<file path="src/rtl/bp_pkg.sv">
// Shared types and sizing for the branch history table.
// Latency: n/a (declarations only).
// Backpressure: n/a.
package bp_pkg;

    typedef enum logic {
        SWEEP = 1'b0,
        RUN   = 1'b1
    } state_t;

    localparam int IDX_W_DEF  = 4;
    localparam int CNT_W_DEF  = 2;
    localparam int STAT_W_DEF = 16;

    localparam int DEPTH    = 1 << IDX_W_DEF;
    localparam int CNT_MAX  = (1 << CNT_W_DEF) - 1;
    localparam int STAT_MAX = (1 << STAT_W_DEF) - 1;

endpackage

</file>
<file path="src/rtl/sat_next.sv">
// Saturating up/down step for one prediction counter.
// Latency: combinational.
// Backpressure: none.
module sat_next
    import bp_pkg::*;
#(
    parameter int CNT_W = CNT_W_DEF
) (
    input  logic [CNT_W-1:0] cnt_in,
    input  logic             taken,
    output logic [CNT_W-1:0] cnt_out
);

    always_comb begin
        cnt_out = cnt_in;
        if (taken && (cnt_in != '1)) begin
            cnt_out = cnt_in + 1'b1;
        end else if (!taken && (cnt_in != '0)) begin
            cnt_out = cnt_in - 1'b1;
        end
    end

endmodule

</file>
<file path="src/rtl/bht_ctrl.sv">
// Branch history table: saturating counters with one lookup and one update port.
// Latency: prediction 1 cycle after an accepted lookup; updates land on the next edge.
// Backpressure: lookup_ready low (busy) during the clear sweep; lookups and updates are dropped.
module bht_ctrl
    import bp_pkg::*;
#(
    parameter int IDX_W  = IDX_W_DEF,
    parameter int CNT_W  = CNT_W_DEF,
    parameter int STAT_W = STAT_W_DEF
) (
    input  logic              clk,
    input  logic              reset,
    input  logic              flush,
    input  logic              lookup_valid,
    input  logic [IDX_W-1:0]  lookup_idx,
    output logic              lookup_ready,
    output logic              pred_valid,
    output logic              pred_taken,
    input  logic              update_valid,
    input  logic [IDX_W-1:0]  update_idx,
    input  logic              update_taken,
    input  logic              update_pred,
    output logic              busy,
    output logic [STAT_W-1:0] mispred_cnt
);

    localparam int NUM_ENT = 1 << IDX_W;

    state_t             state;
    state_t             state_nxt;
    logic [IDX_W-1:0]   sweep_idx;
    logic [IDX_W-1:0]   sweep_idx_nxt;
    logic [CNT_W-1:0]   tbl [NUM_ENT];
    logic [CNT_W-1:0]   upd_cnt;
    logic               upd_en;
    logic               lookup_fire;
    logic               fwd_hit;

    assign busy         = (state == SWEEP);
    assign lookup_ready = ~busy;
    assign lookup_fire  = lookup_valid & ~busy;
    assign upd_en       = update_valid & ~busy;
    assign fwd_hit      = upd_en & (update_idx == lookup_idx);

    always_ff @(posedge clk) begin
        if (reset) begin
            state     <= SWEEP;
            sweep_idx <= '0;
        end else begin
            state     <= state_nxt;
            sweep_idx <= sweep_idx_nxt;
        end
    end

    always_comb begin
        state_nxt     = state;
        sweep_idx_nxt = sweep_idx;
        case (state)
            SWEEP: begin
                if (flush) begin
                    sweep_idx_nxt = '0;
                end else if (&sweep_idx) begin
                    state_nxt     = RUN;
                    sweep_idx_nxt = '0;
                end else begin
                    sweep_idx_nxt = sweep_idx + 1'b1;
                end
            end
            RUN: begin
                if (flush) begin
                    state_nxt     = SWEEP;
                    sweep_idx_nxt = '0;
                end
            end
            default: begin
                state_nxt     = SWEEP;
                sweep_idx_nxt = '0;
            end
        endcase
    end

    sat_next #(
        .CNT_W (CNT_W)
    ) u_sat_next (
        .cnt_in  (tbl[update_idx]),
        .taken   (update_taken),
        .cnt_out (upd_cnt)
    );

    // Table has no reset; the sweep defines every entry before RUN.
    always_ff @(posedge clk) begin
        if (busy) begin
            tbl[sweep_idx] <= '0;
        end else if (upd_en) begin
            tbl[update_idx] <= upd_cnt;
        end
    end

    // Same-index update in the lookup cycle is forwarded so prediction sees the trained value.
    always_ff @(posedge clk) begin
        if (reset) begin
            pred_valid <= 1'b0;
            pred_taken <= 1'b0;
        end else begin
            pred_valid <= lookup_fire;
            if (lookup_fire) begin
                pred_taken <= fwd_hit ? upd_cnt[CNT_W-1] : tbl[lookup_idx][CNT_W-1];
            end
        end
    end

    always_ff @(posedge clk) begin
        if (reset) begin
            mispred_cnt <= '0;
        end else if (upd_en && (update_pred != update_taken) && (mispred_cnt != '1)) begin
            mispred_cnt <= mispred_cnt + 1'b1;
        end
    end

endmodule

</file>
<file path="config.mk">
export PLATFORM = sky130hd
export DESIGN_NAME = bht_ctrl
export DESIGN_NICKNAME = d
export VERILOG_FILES = /design/src/rtl/bp_pkg.sv /design/src/rtl/sat_next.sv /design/src/rtl/bht_ctrl.sv
export SDC_FILE = /design/constraint.sdc
export NUM_CORES = 1
export LEC_CHECK = 0
export ABC_AREA = 0
export CORE_ASPECT_RATIO = 0.8
export CORE_MARGIN = 3
export CORE_UTILIZATION = 50
export DETAILED_ROUTE_END_ITERATION = 8
export PLACE_DENSITY = 0.73
export SKIP_LAST_GASP = 1
export SYNTH_ARGS = -nofsm -noshare
export SYNTH_HDL_FRONTEND = slang
export SYNTH_SLANG_ARGS = --single-unit
export TNS_END_PERCENT = 50
</file>
<file path="constraint.sdc">
create_clock -name clk -period 5.05 [get_ports clk]
set_input_delay 0.7575 -clock clk [delete_from_list [all_inputs] [get_ports clk]]
set_output_delay 0.7575 -clock clk [all_outputs]
set_load 0.005 [all_outputs]
</file>
==> results.json, run 1 <==
{
  "nets": 305,
  "synth_flop_cell": "edfxtp_1",
  "antenna_left": 0,
  "clockRootBuffer": "clkbuf_8",
  "wl_per_cell_um": 17.4,
  "async_reset_ff_share_pct": 0,
  "fin_setup_tns_ns": 0,
  "drive_above_1_share_pct": 9.06,
  "synth.avg_cell_area_sq_um": 11.3,
  "rsz0062_at_grt": "no",
  "synth_enable_flop_cells": 32,
  "multi_input_area_sq_um": 1330,
  "placedInstanceArea_sq_um": 3250,
  "endpoint_kind": "flop",
  "p_leak_nw": 1.12,
  "ctsHoldBuffers": 0,
  "start_util_pct": 54.4,
  "clock_path_buffers": 2,
  "tightest_slew_ns": 0.858,
  "drtIter0Drc": 159,
  "ys_warn_count": 0,
  "synth_area_leaders": "edfxtp_1 34%, dfxtp_1 16%, mux4_2 6.3%, nor2_1 5.3%, xnor2_1 5.2%",
  "core_area_sq_um": 5240,
  "syn_nets": 272,
  "synthCells": 253,
  "ioPinCount": 35,
  "n_antenna_cell": 0,
  "synthesis.area_sq_um": 2850,
  "fmax_mhz": 267,
  "htreeDepth": 2,
  "vdd_drop_max_mv": 0.135,
  "cts_resized": 0,
  "grt_pass1_vias": 1985,
  "place_congestion": 0.754,
  "rows": 23,
  "num_vias": 2122,
  "portBuffers": 34,
  "seq_area_frac_synth_pct": 49.9,
  "slew_viol_final": 0,
  "fin_crit_ns": 3.74,
  "synth.most_common_cell": "nor2_1",
  "via_per_inst": 5.86,
  "overflow": 0,
  "dp_hpwl_um": 4740,
  "dieArea_sq_um": 6640,
  "die_h_um": 73.5,
  "crit_type": "primary input to flop",
  "slew_headroom_pct": 42.6,
  "min_period_over_period_pct": 74.1,
  "powerDensity_nw_per_um2": 231,
  "design_area_sq_um": 3330,
  "yosysUniqueCellTypes": 50,
  "antenna_found_initial": 0,
  "synth.top_cells.by_count": "40 x nor2_1, 32 x edfxtp_1, 23 x dfxtp_1, 17 x xnor2_1, 12 x inv_1",
  "skew_ns": 0.00901,
  "grtUsageTotal_pct": 19.6,
  "clkLatencyLatePin_ns": 0.31,
  "cp-start-kind": "primary input",
  "cp.required_ns": 5.09,
  "ff_latch_area_sq_um": 1420,
  "drcViolationCount": 0,
  "post_cts_buffers": 0,
  "cts_made_buffers": 5,
  "outcome": "complete, no violations",
  "cts_tree": "yes",
  "clk_transition_reported_paths_ns": 0.09,
  "max_cap_violations": 0,
  "cp_max_fo": 16,
  "grt_max_degree": 24,
  "final-setup-viol-count": 0,
  "clock_sinks": 55,
  "die_w_um": 90.4,
  "hold_violations": 0,
  "routed_wl_um": 6290,
  "yosysTopAreaCell": "edfxtp_1",
  "crit_arrival_ns": 3.79,
  "area_delta_synth_final_pct": 17.0,
  "ys_seq_elements": 55,
  "firstDrtPassIters": 5,
  "grt_pass1_wl_um": 10100,
  "netlist.area_leader.share_pct": 33.7,
  "fillers": 460,
  "hold_path.class": "flop to flop"
}
where the power goes:
group          leakage, nW  switching, W  internal (W)  total (W)
clock               0.0428      0.000133     0.0000973   0.000230
sequential           0.530    0.00000207      0.000472   0.000474
combinational        0.547     0.0000338     0.0000309  0.0000648
area by class of cell:
class | instances | share of cell area [%]
Sequential cell | 55 | 42.7
Multi-Input combinational cell | 176 | 39.9
Clock inverter | 2 | 0.376
Clock buffer | 6 | 2.18
Inverter | 12 | 1.35
Tap cell | 75 | 2.82
Timing Repair Buffer | 36 | 10.7
worst max-delay path, cell delays in order:
cell and delay, ns:
clkdlybuf4s50_1 0.86, mux4_1 0.62, mux2_2 0.28, and2_1 0.15
a21oi_1 0.18, ha_1 0.28, nand2b_1 0.14, o22ai_1 0.21
nor3_1 0.08, buf_4 0.21
sequential cells by signal, indices dropped and copies added, names as in the netlist:
register	count
lookup_ready	1
tbl	32
sweep_idx	4
pred_valid	1
pred_taken	1
mispred_cnt	16
path summary, 6_finish.rpt:
| path | start | to | slack (ns) | depth (start not counted) |
|---|---|---|---|---|
| hold / removal | pred_taken | pred_taken | 0.54 | 2 |
| setup / recovery | update_idx[0] | tbl[10][1] | 1.31 | 10 |
| setup reg to reg | tbl[4][1] | tbl[10][1] | 2.29 | 9 |
| hold reg to reg | pred_taken | pred_taken | 0.54 | 2 |
layer usage:
layer	track usage (%)	vias to the layer above	wire length [um]
met5	0	-	0
met4	4.58	0	45
met3	4.71	7	375
met2	30.4	54	2890
met1	28.0	1056	2970
li1	-	1005	-
cell usage in the layout (no fill, tap or decap), types with 11 or more instances in the layout:
| cell | netlist | routed |
|---|---|---|
| clkdlybuf4s50_1 | 0 | 34 |
| dfxtp_1 | 23 | 23 |
| edfxtp_1 | 32 | 32 |
| inv_1 | 12 | 12 |
| nor2_1 | 40 | 40 |
| nor3_1 | 11 | 11 |
| xnor2_1 | 17 | 17 |
cell families (layout without fill, tap and decap cells):
family / count (synthesis) / count (layout) / share of synthesized area (%)
fa+ha+maj: 4 / 4 / 1.76
xor+xnor: 21 / 21 / 6.46
flops: 55 / 55 / 49.9
simple gates: 97 / 97 / 17.9
mux: 19 / 19 / 11.4
buf+inv: 22 / 56 / 3.38
compound gates: 35 / 35 / 9.18
metrics by stage:
| step | util, % | hold slack [ns] | power (W) | cells | setup slack (ns) |
|---|---|---|---|---|---|
| after floorplan | - | 0.494 | 0.000525 | 253 | 1.71 |
| after global placement | 62.0 | 0.527 | 0.000547 | 354 | 1.08 |
| after detailed placement | 62.0 | 0.532 | 0.000549 | 354 | 0.984 |
| after CTS | 63.6 | 0.546 | 0.000778 | 362 | 1.31 |
| after global routing | 63.6 | 0.589 | 0.000799 | 362 | 1.08 |
| final | 63.6 | 0.538 | 0.000769 | 362 | 1.31 |
Power figures use the tool's default switching activity.
==> run 2: changes to the inputs <==
--- a/config.mk
+++ b/config.mk
@@ -10,7 +10,7 @@
 export CORE_MARGIN = 3
 export CORE_UTILIZATION = 50
 export DETAILED_ROUTE_END_ITERATION = 8
-export PLACE_DENSITY = 0.73
+export PLACE_DENSITY = 0.76
 export SKIP_LAST_GASP = 1
 export SYNTH_ARGS = -nofsm -noshare
 export SYNTH_HDL_FRONTEND = slang
==> constraint.sdc (replaced) <==
create_clock -name clk -period 3.25 [get_ports clk]
set_input_delay 0.4875 -clock clk [delete_from_list [all_inputs] [get_ports clk]]
set_output_delay 0.4875 -clock clk [all_outputs]
set_load 0.005 [all_outputs]
==> results.json, run 2 (same netlist as run 1, synthesis figures left out) <==
{
  "r2r_start": "tbl[5][1]",
  "rrSetupSlack_ns": 0.45,
  "drive_above_1_share_pct": 14.0,
  "regMostFlops": "tbl",
  "crit_arrival_ns": 3.06,
  "overflow": 0,
  "clockRootBuffer": "clkbuf_8",
  "clock_sinks": 55,
  "final-setup-viol-count": 0,
  "clkLatencyLatePin_ns": 0.31,
  "min_to": "pred_taken",
  "core_area_sq_um": 5240,
  "cp-start-kind": "primary input",
  "num_vias": 2148,
  "reg2reg_depth": 11,
  "hp-start": "pred_taken",
  "rsz0062_at_grt": "no",
  "die_w_um": 90.4,
  "drtIter0Drc": 149,
  "slew_viol_final": 0,
  "n_antenna_cell": 0,
  "largest_register_ffs": 32,
  "p_leak_nw": 1.20,
  "holdPathStages": 2,
  "outcome": "complete, no violations",
  "wl_per_cell_um": 16.8,
  "placedInstanceArea_sq_um": 3350,
  "grt_pass1_wl_um": 9950,
  "crit_type": "primary input to flop",
  "dieArea_sq_um": 6640,
  "start_util_pct": 54.4,
  "area_delta_synth_final_pct": 22.5,
  "die_h_um": 73.5,
  "fmax_mhz": 334,
  "hold_path.class": "flop to flop",
  "htreeDepth": 2,
  "drcViolationCount": 0,
  "min_period_over_period_pct": 92.0,
  "routed_wl_um": 6300,
  "ctsHoldBuffers": 0,
  "fin_crit_ns": 2.99,
  "vdd_drop_max_mv": 0.214,
  "tightest_slew_ns": 0.874,
  "antenna_found_initial": 0,
  "grtUsageTotal_pct": 19.3,
  "r2r-end": "tbl[4][1]",
  "dp_hpwl_um": 4730,
  "clk_transition_reported_paths_ns": 0.10,
  "powerDensity_nw_per_um2": 354,
  "final_util_pct": 66.6,
  "cts_tree": "yes",
  "max_cap_violations": 0,
  "endpoint_kind": "flop",
  "design_area_sq_um": 3490,
  "fillers": 420,
  "nets": 318,
  "firstDrtPassIters": 4,
  "portBuffers": 34,
  "final_common_cell": "nor2_1",
  "antenna_left": 0,
  "cp_max_fo": 16,
  "hold_violations": 0,
  "grt_pass1_vias": 1905,
  "cp.required_ns": 3.32,
  "grt_max_degree": 24,
  "multi_input_area_sq_um": 1350,
  "rows": 23,
  "place_congestion": 0.915,
  "ff_latch_area_sq_um": 1420,
  "reg.largest.list": "tbl x32, mispred_cnt x16, sweep_idx x4",
  "skew_ns": 0.00832,
  "layout_common_cells": "39 x nor2_1, 33 x clkdlybuf4s50_1, 32 x edfxtp_1, 23 x dfxtp_1, 17 x xnor2_1",
  "cts_made_buffers": 5,
  "ioPinCount": 35,
  "via_per_inst": 5.73,
  "clock_path_buffers": 2,
  "slew_headroom_pct": 41.5
}
## run 2: worst max-delay path: stages
cell and delay [ns]:
clkdlybuf4s50_1 0.50, buf_12 0.16, mux4_2 0.30, mux4_2 0.52, inv_1 0.09, ha_1 0.16
nand2b_1 0.07, buf_4 0.13, a222oi_1 0.23, buf_4 0.20, nor3_4 0.05, buf_12 0.16
## run 2: per-layer routing
metal / share of wire, % / global-route usage, % / up-vias
met1: 49 / 29.1 / 1042
met4: 0.38 / 4.07 / 0
met2: 44 / 28.6 / 71
met3: 6.6 / 4.40 / 2
met5: 0 / 0 / -
li1: - / - / 1033
## run 2: what timing repair did
action	4_1_cts	5_1_grt
gates resized for setup	4	2
setup endpoints to repair	32	17
setup buffers	1	1
pin swaps	1	2
## run 2: cell type report
class	instances	area share, %
clock buffer	5	1.97
clock inverter	3	0.430
inverter	12	1.29
multi-input combinational	176	38.8
sequential	55	40.7
tap	75	2.69
timing repair buffer	49	14.1
## run 2: how the worst max path moves through the flow
stage | depth (start not counted) | startpoint | slack [ns] | endpoint
finish | 12 | update_idx[1] | 0.26 | tbl[4][1]
CTS | 10 | update_idx[0] | 0.01 | tbl[7][1]
detailed placement | 10 | update_idx[0] | -1.02 | tbl[12][1]
floorplan | 8 | update_idx[0] | 0.18 | tbl[0][1]
global route | 12 | update_idx[1] | 0.08 | tbl[11][1]
global placement | 9 | update_idx[0] | -0.86 | tbl[4][1]
## run 2: report_power, final
part / leakage, nW / internal, W / switching [W]
clock: 0.0392 / 0.000147 / 0.000227
combinational: 0.635 / 0.0000652 / 0.0000596
sequential: 0.530 / 0.000733 / 0.00000347
total: 1.20 / 0.000946 / 0.000290
## run 2: per-stage QoR
stage          setup slack, ns  total power [W]  cells  hold WS [ns]  setup TNS [ns]
6_report                 0.260          0.00124    375         0.538               0
5_1_grt                 0.0772          0.00128    375         0.593               0
4_1_cts                 0.0130          0.00124    374         0.537               0
3_5_place_dp             -1.02         0.000871    365         0.515          -26.87
3_3_place_gp            -0.861         0.000868    365         0.521          -22.55
2_1_floorplan            0.177         0.000816    253         0.494               0
